$ cat src/rtl/mips_pkg.sv
// Shared constants and helpers for the MIPS pipeline front end.
package mips_pkg;

   localparam logic [31:0] PC_INCREMENT = 32'd4;
   localparam logic [31:0] RESET_PC     = 32'h0040_0000;
   localparam int unsigned MEMORY_DEPTH = 256;
   localparam logic [31:0] NOP_WORD     = 32'h0000_0000;
   localparam logic [5:0]  OPCODE_J     = 6'h02;
   localparam logic [5:0]  OPCODE_JAL   = 6'h03;

   // Pseudo-direct j/jal target: PC region bits above a word-aligned 26-bit index.
   function automatic logic [31:0] jump_target(input logic [3:0]  pc_hi,
                                               input logic [25:0] index);
      return {pc_hi, index, 2'b00};
   endfunction

endpackage

$ cat src/rtl/if_id_stage_register.sv
// Generic pipeline stage register: instruction, pc+4 and valid, with hold and bubble insertion.
module if_id_stage_register
   import mips_pkg::*;
#(
   parameter logic [31:0] RESET_PC_VALUE = mips_pkg::RESET_PC,
   parameter logic [31:0] BUBBLE_WORD    = mips_pkg::NOP_WORD
) (
   input  logic        clk_i,
   input  logic        reset_i,
   input  logic        enable_i,
   input  logic        flush_i,
   input  logic [31:0] instruction_i,
   input  logic [31:0] pc_plus_4_i,
   input  logic        valid_i,
   output logic [31:0] instruction_o,
   output logic [31:0] pc_plus_4_o,
   output logic        valid_o
);

   logic [31:0] instruction_q;
   logic [31:0] pc_plus_4_q;
   logic        valid_q;

   // Flush wins over hold; a bubble leaves pc_plus_4 untouched.
   always_ff @(posedge clk_i or posedge reset_i) begin
      if (reset_i) begin
         instruction_q <= BUBBLE_WORD;
         pc_plus_4_q   <= RESET_PC_VALUE;
         valid_q       <= 1'b0;
      end else if (flush_i) begin
         instruction_q <= BUBBLE_WORD;
         valid_q       <= 1'b0;
      end else if (enable_i) begin
         instruction_q <= instruction_i;
         pc_plus_4_q   <= pc_plus_4_i;
         valid_q       <= valid_i;
      end
   end

   assign instruction_o = instruction_q;
   assign pc_plus_4_o   = pc_plus_4_q;
   assign valid_o       = valid_q;

endmodule

$ cat src/rtl/fetch_sequencer.sv
// Instruction-fetch front end: PC register, next-PC arbitration, squash generation and IF/ID register.
module fetch_sequencer
   import mips_pkg::*;
#(
   parameter logic [31:0] PC_INCREMENT = mips_pkg::PC_INCREMENT,
   parameter logic [31:0] RESET_PC     = mips_pkg::RESET_PC,
   parameter int unsigned MEMORY_DEPTH = mips_pkg::MEMORY_DEPTH,
   parameter logic [31:0] NOP_WORD     = mips_pkg::NOP_WORD
) (
   input  logic        clk,
   input  logic        reset,
   input  logic        stall,
   input  logic        branch_taken_me,
   input  logic [31:0] branch_target_me,
   input  logic        jr_ex,
   input  logic [31:0] jr_target_ex,
   input  logic        jump_id,
   input  logic [31:0] instruction_if,
   output logic [31:0] pc_if,
   output logic [31:0] instruction_id,
   output logic [31:0] pc_plus_4_id,
   output logic        valid_id,
   output logic        flush_id_ex,
   output logic        flush_ex_me,
   output logic        fetch_fault,
   output logic [15:0] stall_count
);

   logic [31:0] pc_q, pc_d;
   logic        fault_q, fault_d;
   logic [15:0] stall_cnt_q, stall_cnt_d;

   logic [31:0] pc_seq_s;
   logic [31:0] jump_target_s;
   logic        jump_take_s;
   logic        redirect_s;
   logic [31:0] offset_s;
   logic [31:0] word_idx_s;
   logic        fault_hit_s;

   assign pc_seq_s      = pc_q + PC_INCREMENT;
   assign jump_target_s = jump_target(pc_plus_4_id[31:28], instruction_id[25:0]);
   assign jump_take_s   = jump_id & valid_id;
   assign redirect_s    = branch_taken_me | jr_ex | jump_take_s;

   // Next-PC arbitration, oldest redirect first; the j/jal itself is never flushed downstream.
   always_comb begin
      pc_d        = pc_q;
      flush_id_ex = 1'b0;
      flush_ex_me = 1'b0;
      if (branch_taken_me) begin
         pc_d        = branch_target_me;
         flush_id_ex = 1'b1;
         flush_ex_me = 1'b1;
      end else if (jr_ex) begin
         pc_d        = jr_target_ex;
         flush_id_ex = 1'b1;
      end else if (jump_take_s) begin
         pc_d = jump_target_s;
      end else if (stall) begin
         pc_d = pc_q;
      end else begin
         pc_d = pc_seq_s;
      end
   end

   assign offset_s    = pc_d - RESET_PC;
   assign word_idx_s  = offset_s >> 5'd2;
   assign fault_hit_s = (word_idx_s >= 32'(MEMORY_DEPTH)) || (pc_d[1:0] != 2'b00);

   // Sticky fault flag and saturating stall counter.
   always_comb begin
      fault_d     = fault_q | fault_hit_s;
      stall_cnt_d = stall_cnt_q;
      if (stall && !redirect_s && (stall_cnt_q != 16'hFFFF)) begin
         stall_cnt_d = stall_cnt_q + 16'd1;
      end else begin
         stall_cnt_d = stall_cnt_q;
      end
   end

   // Front-end state registers.
   always_ff @(posedge clk or posedge reset) begin
      if (reset) begin
         pc_q        <= RESET_PC;
         fault_q     <= 1'b0;
         stall_cnt_q <= 16'd0;
      end else begin
         pc_q        <= pc_d;
         fault_q     <= fault_d;
         stall_cnt_q <= stall_cnt_d;
      end
   end

   if_id_stage_register #(
      .RESET_PC_VALUE (RESET_PC),
      .BUBBLE_WORD    (NOP_WORD)
   ) u_if_id (
      .clk_i         (clk),
      .reset_i       (reset),
      .enable_i      (~stall),
      .flush_i       (redirect_s),
      .instruction_i (instruction_if),
      .pc_plus_4_i   (pc_seq_s),
      .valid_i       (1'b1),
      .instruction_o (instruction_id),
      .pc_plus_4_o   (pc_plus_4_id),
      .valid_o       (valid_id)
   );

   assign pc_if       = pc_q;
   assign fetch_fault = fault_q;
   assign stall_count = stall_cnt_q;

endmodule

$ cat config.mk
export PLATFORM = sky130hd
export DESIGN_NAME = fetch_sequencer
export DESIGN_NICKNAME = d
export VERILOG_FILES = /design/src/rtl/mips_pkg.sv /design/src/rtl/if_id_stage_register.sv /design/src/rtl/fetch_sequencer.sv
export SDC_FILE = /design/constraint.sdc
export NUM_CORES = 1
export LEC_CHECK = 0
export BUFFER_PORTS_ARGS = -buffer_cell sky130_fd_sc_hd__buf_2
export CORE_MARGIN = 10
export CORE_UTILIZATION = 40
export DETAILED_ROUTE_END_ITERATION = 7
export MAX_ROUTING_LAYER = met4
export PLACE_DENSITY_LB_ADDON = 0.12
export SLEW_MARGIN = 40
export SYNTH_ARGS = -nofsm -noshare
export SYNTH_HDL_FRONTEND = slang
export SYNTH_HIERARCHICAL = 1
export SYNTH_SLANG_ARGS = --single-unit
$ cat constraint.sdc
create_clock -name clk -period 3.1 [get_ports clk]
set_clock_uncertainty 0.2 [all_clocks]
set_input_delay 0.155 -clock clk [delete_from_list [all_inputs] [get_ports clk]]
set_output_delay 0.155 -clock clk [all_outputs]
set_load 0.02 [all_outputs]
Yosys cells after proc, flatten, opt, wreduce, memory -nomap -nowiden --
Index checks and enable logic that the tools add are counted.
Operators by class: mux-type cells 11, $add $sub $neg 3, magnitude comparators 1, bitwise gates (word level) 6, reductions and logical operators 6, equality and inequality tests 2
Operator list (count):
- two-way mux 32 bit | 6
- adder 32 x 3 -> 32 bit (second input constant) | 1
- subtractor 32 x 23 -> 32 bit (second input constant) | 1
- >= comparator 30 x 9 -> 1 bit (second input constant) | 1
- adder 16 x 1 -> 16 bit (second input constant) | 1
- != test 16 bit (second input constant) | 1
- two-way mux 1 bit | 5
- OR 1 bit | 3
- logical AND 1 bit | 2
- != test 2 x 1 -> 1 bit (second input constant) | 1
- NOT 1 bit | 2
- AND reduction 2 bit | 1
- nonzero test 2 bit | 1
- AND 1 bit | 1
- logical NOT 1 bit | 1
- logical OR 1 bit | 1
Word-level totals: bits in registers 114, output and inout port bits 116, logic and storage cells 35

Longest topological paths before layout --
word-level depth 9, depth in mapped cells 10, gate-level depth less buffers 8

By module --
The synthesis kept the hierarchy.
Modules (own cells, without submodules):
- fetch_sequencer | cells each 482, area an instance 3998.8 um^2, sequential area each 1227.4 um^2, times used 1
- if_id_stage_register | cells each 177, area an instance 2660.1 um^2, sequential area each 1627.8 um^2, times used 1

Worst setup path after synthesis --
No wires, ideal clock.
kind register -> register, start point reg pc_q[2], in the netlist pc_if[2], end point reg fault_q, in the netlist fetch_fault, arrival time 2331 ps, clock period less this slack 2668 ps, cell stages (with the launch flop) 11, setup slack 432 ps, library setup time 138 ps, path through dfrtp_1 -> ha_1 -> nand2_1 -> or3_1 -> buf_2 -> buf_6 -> nor4_2 -> xnor2_1 -> o2111ai_1 -> nor4_1 -> nand4_1
Between the ends: longest elaborated chain between the ends 9
Ends and longest elaborated chain:
- from (decl) | line fetch_sequencer.sv:29 | logic [31:0] pc_q, pc_d;
- from (signal assigned) | line fetch_sequencer.sv:89 | pc_q <= pc_d;
- adder 32 x 3 -> 32 bit | line fetch_sequencer.sv:41 | assign pc_seq_s = pc_q + PC_INCREMENT;
- two-way mux 32 bit (*) | line fetch_sequencer.sv:60 | end else if (stall) begin
- two-way mux 32 bit (*) | line fetch_sequencer.sv:58 | end else if (jump_take_s) begin
- two-way mux 32 bit (*) | line fetch_sequencer.sv:55 | end else if (jr_ex) begin
- two-way mux 32 bit (*) | line fetch_sequencer.sv:51 | if (branch_taken_me) begin
- subtractor 32 x 23 -> 32 bit (*) | line fetch_sequencer.sv:67 | assign offset_s = pc_d - RESET_PC;
- >= comparator 30 x 9 -> 1 bit (*) | line fetch_sequencer.sv:69 | assign fault_hit_s = (word_idx_s >= 32'(MEMORY_DEPTH)) || (pc_d[1:0] != 2'b00);
- logical OR 1 bit (*) | line fetch_sequencer.sv:69
- OR 1 bit (*) | line fetch_sequencer.sv:73 | fault_d = fault_q | fault_hit_s;
- named net fault_d | line fetch_sequencer.sv:30 | logic fault_q, fault_d;
- to (signal assigned) | line fetch_sequencer.sv:90 | fault_q <= fault_d;
- to (decl) | line fetch_sequencer.sv:30
The timed path passes the listed nets; every way through them passes the cells marked *. A chain may end at the register's enable or synchronous reset.

Worst setup path after layout --
start point reg pc_q[3], in the netlist pc_if[3], end point reg fault_q, in the netlist fetch_fault
Between the ends: longest elaborated chain between the ends 9
Ends and longest elaborated chain:
- adder 32 x 3 -> 32 bit | line fetch_sequencer.sv:41
- two-way mux 32 bit (*) | line fetch_sequencer.sv:60
- two-way mux 32 bit (*) | line fetch_sequencer.sv:58
- two-way mux 32 bit (*) | line fetch_sequencer.sv:55
- two-way mux 32 bit (*) | line fetch_sequencer.sv:51
- subtractor 32 x 23 -> 32 bit (*) | line fetch_sequencer.sv:67
- named net offset_s[10] | line fetch_sequencer.sv:37 | logic [31:0] offset_s;
- >= comparator 30 x 9 -> 1 bit (*) | line fetch_sequencer.sv:69
- logical OR 1 bit (*) | line fetch_sequencer.sv:69
- OR 1 bit (*) | line fetch_sequencer.sv:73
- named net fault_d | line fetch_sequencer.sv:30
Marked as above.

==> Flow_metrics.wiki <==
{| class="wikitable"
! Metric !! Value
|-
| Run status || finished, final reports clean
|-
| Utilization after layout || 0.570
|-
| Final design area excluding fillers || 0.00939 mm^2
|-
| Final count of pins violating max slew || 0
|-
| Number of clock sinks seen by CTS || 114
|-
| Total routed wirelength || 24.7 mm
|-
| Largest net degree at the start of global routing || 35
|-
| Count of buffers added by post-CTS timing repair for setup || 0
|-
| Mapped cell area || 0.00666 mm^2
|-
| Power density normalized to cell area || 567 mW/mm^2
|-
| Avg Inst Size Synth || 10.1 um^2
|-
| Final setup viols || 0
|-
| Placement Rows || 47
|-
| CTS H-tree lvls || 4
|-
| Most frequent cells in the layout || 217 x buf_2, 106 x dfrtp_1, 78 x dlygate4sd3_1
|-
| Worst Min Path Start || jr_target_ex[24]
|-
| Launching instance or port of the critical path || pc_if[3]
|-
| Clock Path Buffers || 2
|-
| Number of nets in the synthesized netlist || 763
|-
| Clock-pin transition on the worst setup and hold timing paths || 60 ps
|-
| Standard cell area after detailed placement || 0.00794 mm^2
|-
| Post-synth EDFFs || 0
|-
| Post-synthesis to final-layout area growth || 41.0%
|-
| Cts bufs inserted || 17
|-
| Overall die width || 149 um
|-
| Kind of capture point of the worst setup path || register
|-
| Clock tree root buffer cell || clkbuf_16
|-
| Gpl congestion || 0.918
|-
| Shortest period the worst path allows || 3010 ps
|-
| Leading cell types by total area after synthesis || dfrtp_1 42%, mux2_4 6.8%, mux2i_1 5.0%
|-
| DR pass1 iterations || 5
|-
| Critical-path maximum fanout || 6
|-
| Source-to-sink clock delay at the later pin of the worst-skew pair || 420 ps
|-
| CTS tree || built
|-
| Number of instances in the synthesized netlist || 659
|-
| Number of nets in the layout || 1,053
|-
| Vert. Die Dim || 149 um
|-
| Post-Place Cells || 1,072
|-
| Number of distinct library cells after synthesis || 73
|-
| Final cycle utilization of the critical path || 0.971
|-
| Sum of negative setup slack || 0 ps
|-
| Area of the die || 0.0222 mm^2
|-
| Sequential cell area || 0.00286 mm^2
|-
| Total count of hold-check failures in the final report || 0
|-
| Number of synthesized register bits || 114
|-
| Detailed Route Iter0 Violations || 441
|-
| Warnings from Yosys || 6
|-
| Routed WL per cell || 20.9 um
|-
| Global router's overall resource usage || 0.229
|-
| Global-route wire length before repair || 38.8 mm
|-
| Fill cell total of the finished layout || 1,484
|-
| Count of max-cap constraint violations || 0
|-
| Proportion of synthesized chip area in sequential cells || 0.429
|-
| DRC violation count after routing || 0
|-
| Initial cell density of the core || 0.404
|-
| Required arrival time at the worst endpoint || 3250 ps
|-
| Per-cell via count in the routed design || 5.39
|-
| Post-Place Worst Slack || 151 ps
|-
| Number of antenna violations at the first check in global routing || 3
|-
| Non-filler cells, final || 1,185
|-
| Number of placed I/O pins || 218
|-
| Count of buffers inserted at the top-level ports || 217
|-
| Footprint of the multi-input gates || 0.00342 mm^2
|-
| Reg2Reg Launch Point || pc_if[3]
|-
| Hold crit path type || primary input to register
|-
| Final Worst Setup Slack || 90.6 ps
|-
| Detailed-placement wirelength estimate || 18.6 mm
|-
| Routed Antenna Nets || 0
|-
| Largest vdd supply drop || 0.403 mV
|-
| Category of the critical setup timing path || register to register
|-
| Launching element type of the critical path || register
|-
| Max-Slew Margin vs Limit || 0.498
|-
| Leakage dissipation || 4.45 nW
|-
| Share of flip-flops with an asynchronous set or reset after synthesis || 1.00
|-
| Fraction of final layout cells sized beyond drive strength 1 || 0.349
|-
| Routed via count || 6,383
|-
| Vias in the first global route || 6,943
|-
| RSZ-0062 raised after global routing || no
|-
| GR Overflow Total || 0
|-
| Top-area cell type share of the netlist area || 0.421
|-
| Achievable clock frequency || 332 MHz
|-
| Measured slew at the worst slew-check pin || 752 ps
|-
| Commonest non-fill, non-tap cell in the layout || buf_2
|-
| Most frequently used flop master after synthesis || dfrtp_1
|-
| Area of the placeable core || 0.0165 mm^2
|-
| Data arrival at the endpoint of the critical path || 3160 ps
|-
| Synth area leader || dfrtp_1
|}
-- power by group --
| group | switching, mW | internal, mW |
|---|---|---|
| sequential | 0.206 | 1.69 |
| clock | 0.694 | 1.46 |
| combinational | 0.701 | 0.578 |
-- flip-flops by register name (all words and copies together) (netlist names) --
register / cells
stall_count: 16
u_if_id/valid_o: 1
u_if_id/pc_plus_4_o: 32
pc_if: 32
u_if_id/instruction_o: 32
fetch_fault: 1
-- worst max-delay path: stages, from the launching register on --
cell and delay [ps]:
dfrtp_1 420, ha_1 280, nand2b_1 190, or4_1 510, a21oi_1 390, a211o_1 250, nor3b_1 320, a41oi_1 220
nand4_1 150
-- worst paths after layout --
| check | slack, ps | end | cells after the start |
|---|---|---|---|
| max in group asynchronous | 1640 | pc_if[22] | 4 |
| worst min register to register | 290 | stall_count[10] | 1 |
| worst max-delay path | 90 | fetch_fault | 8 |
| worst min-delay path | 20 | pc_if[24] | 4 |
| min in group asynchronous | 170 | u_if_id/instruction_o[17] | 3 |
| worst max register to register | 90 | fetch_fault | 8 |
-- timing repair --
| action | 4_1_cts | 5_1_grt |
|---|---|---|
| gates resized for setup | 0 | 10 |
| endpoints found under the setup margin | 0 | 4 |
| hold buffers | 78 | 0 |
| hold endpoints to repair | 125 | 0 |
-- Yosys cell counts (3+ instances only) --
| library cell | count |
|---|---|
| a21o_1 | 4 |
| a21oi_1 | 13 |
| a22oi_1 | 15 |
| and3_1 | 6 |
| and4_1 | 6 |
| buf_1 | 4 |
| buf_2 | 10 |
| buf_4 | 13 |
| buf_6 | 8 |
| clkbuf_1 | 16 |
| dfrtp_1 | 112 |
| inv_1 | 21 |
| mux2_2 | 3 |
| mux2_4 | 30 |
| mux2i_1 | 33 |
| nand2_1 | 51 |
| nand2b_1 | 6 |
| nand3_1 | 22 |
| nand3b_1 | 3 |
| nand4_1 | 15 |
| nand4b_1 | 4 |
| nor2_1 | 67 |
| nor3_1 | 17 |
| nor4_1 | 12 |
| nor4_2 | 4 |
| o2111ai_1 | 4 |
| o211ai_1 | 3 |
| o21a_1 | 4 |
| o21ai_0 | 20 |
| o221ai_1 | 12 |
| o22ai_1 | 3 |
| o31ai_1 | 3 |
| xnor2_1 | 36 |
| xor2_1 | 29 |
-- layer usage --
layer / track usage / share of wire / wire length [um]
met3: 0.0428 / 0.060 / 1480
met5: - / 0 / 0
met2: 0.360 / 0.48 / 12000
met1: 0.285 / 0.43 / 10700
met4: 0.0927 / 0.025 / 618
-- cells by family after synthesis --
logic type / count (synthesis) / share of synthesized area
flip-flops: 114 / 0.429
XOR/XNOR: 65 / 0.0855
other: 1 / 0.000563
multiplexers: 66 / 0.122
adder cells (fa/ha/maj): 2 / 0.00376
AND/OR/NAND/NOR: 233 / 0.186
AO/OA/AOI/OAI: 105 / 0.114
buffers and inverters: 73 / 0.0594
-- stage by stage --
stage,hold WS (ps),total power [mW]
5_1_grt,22.3,5.55
6_report,15.9,5.33
2_1_floorplan,89.8,2.64
4_1_cts,2.33,5.36
3_5_place_dp,138,3.09
3_3_place_gp,123,3.08
-- layout make-up --
cell class	instances	share of cell area
Multi-Input combinational cell	472	0.364
Antenna cell	3	0.000799
Clock buffer	22	0.0494
Inverter	22	0.00893
Sequential cell	114	0.305
Timing Repair Buffer	322	0.223
Clock inverter	10	0.0192
Tap cell	220	0.0293
(Power assumes the default switching activity.)
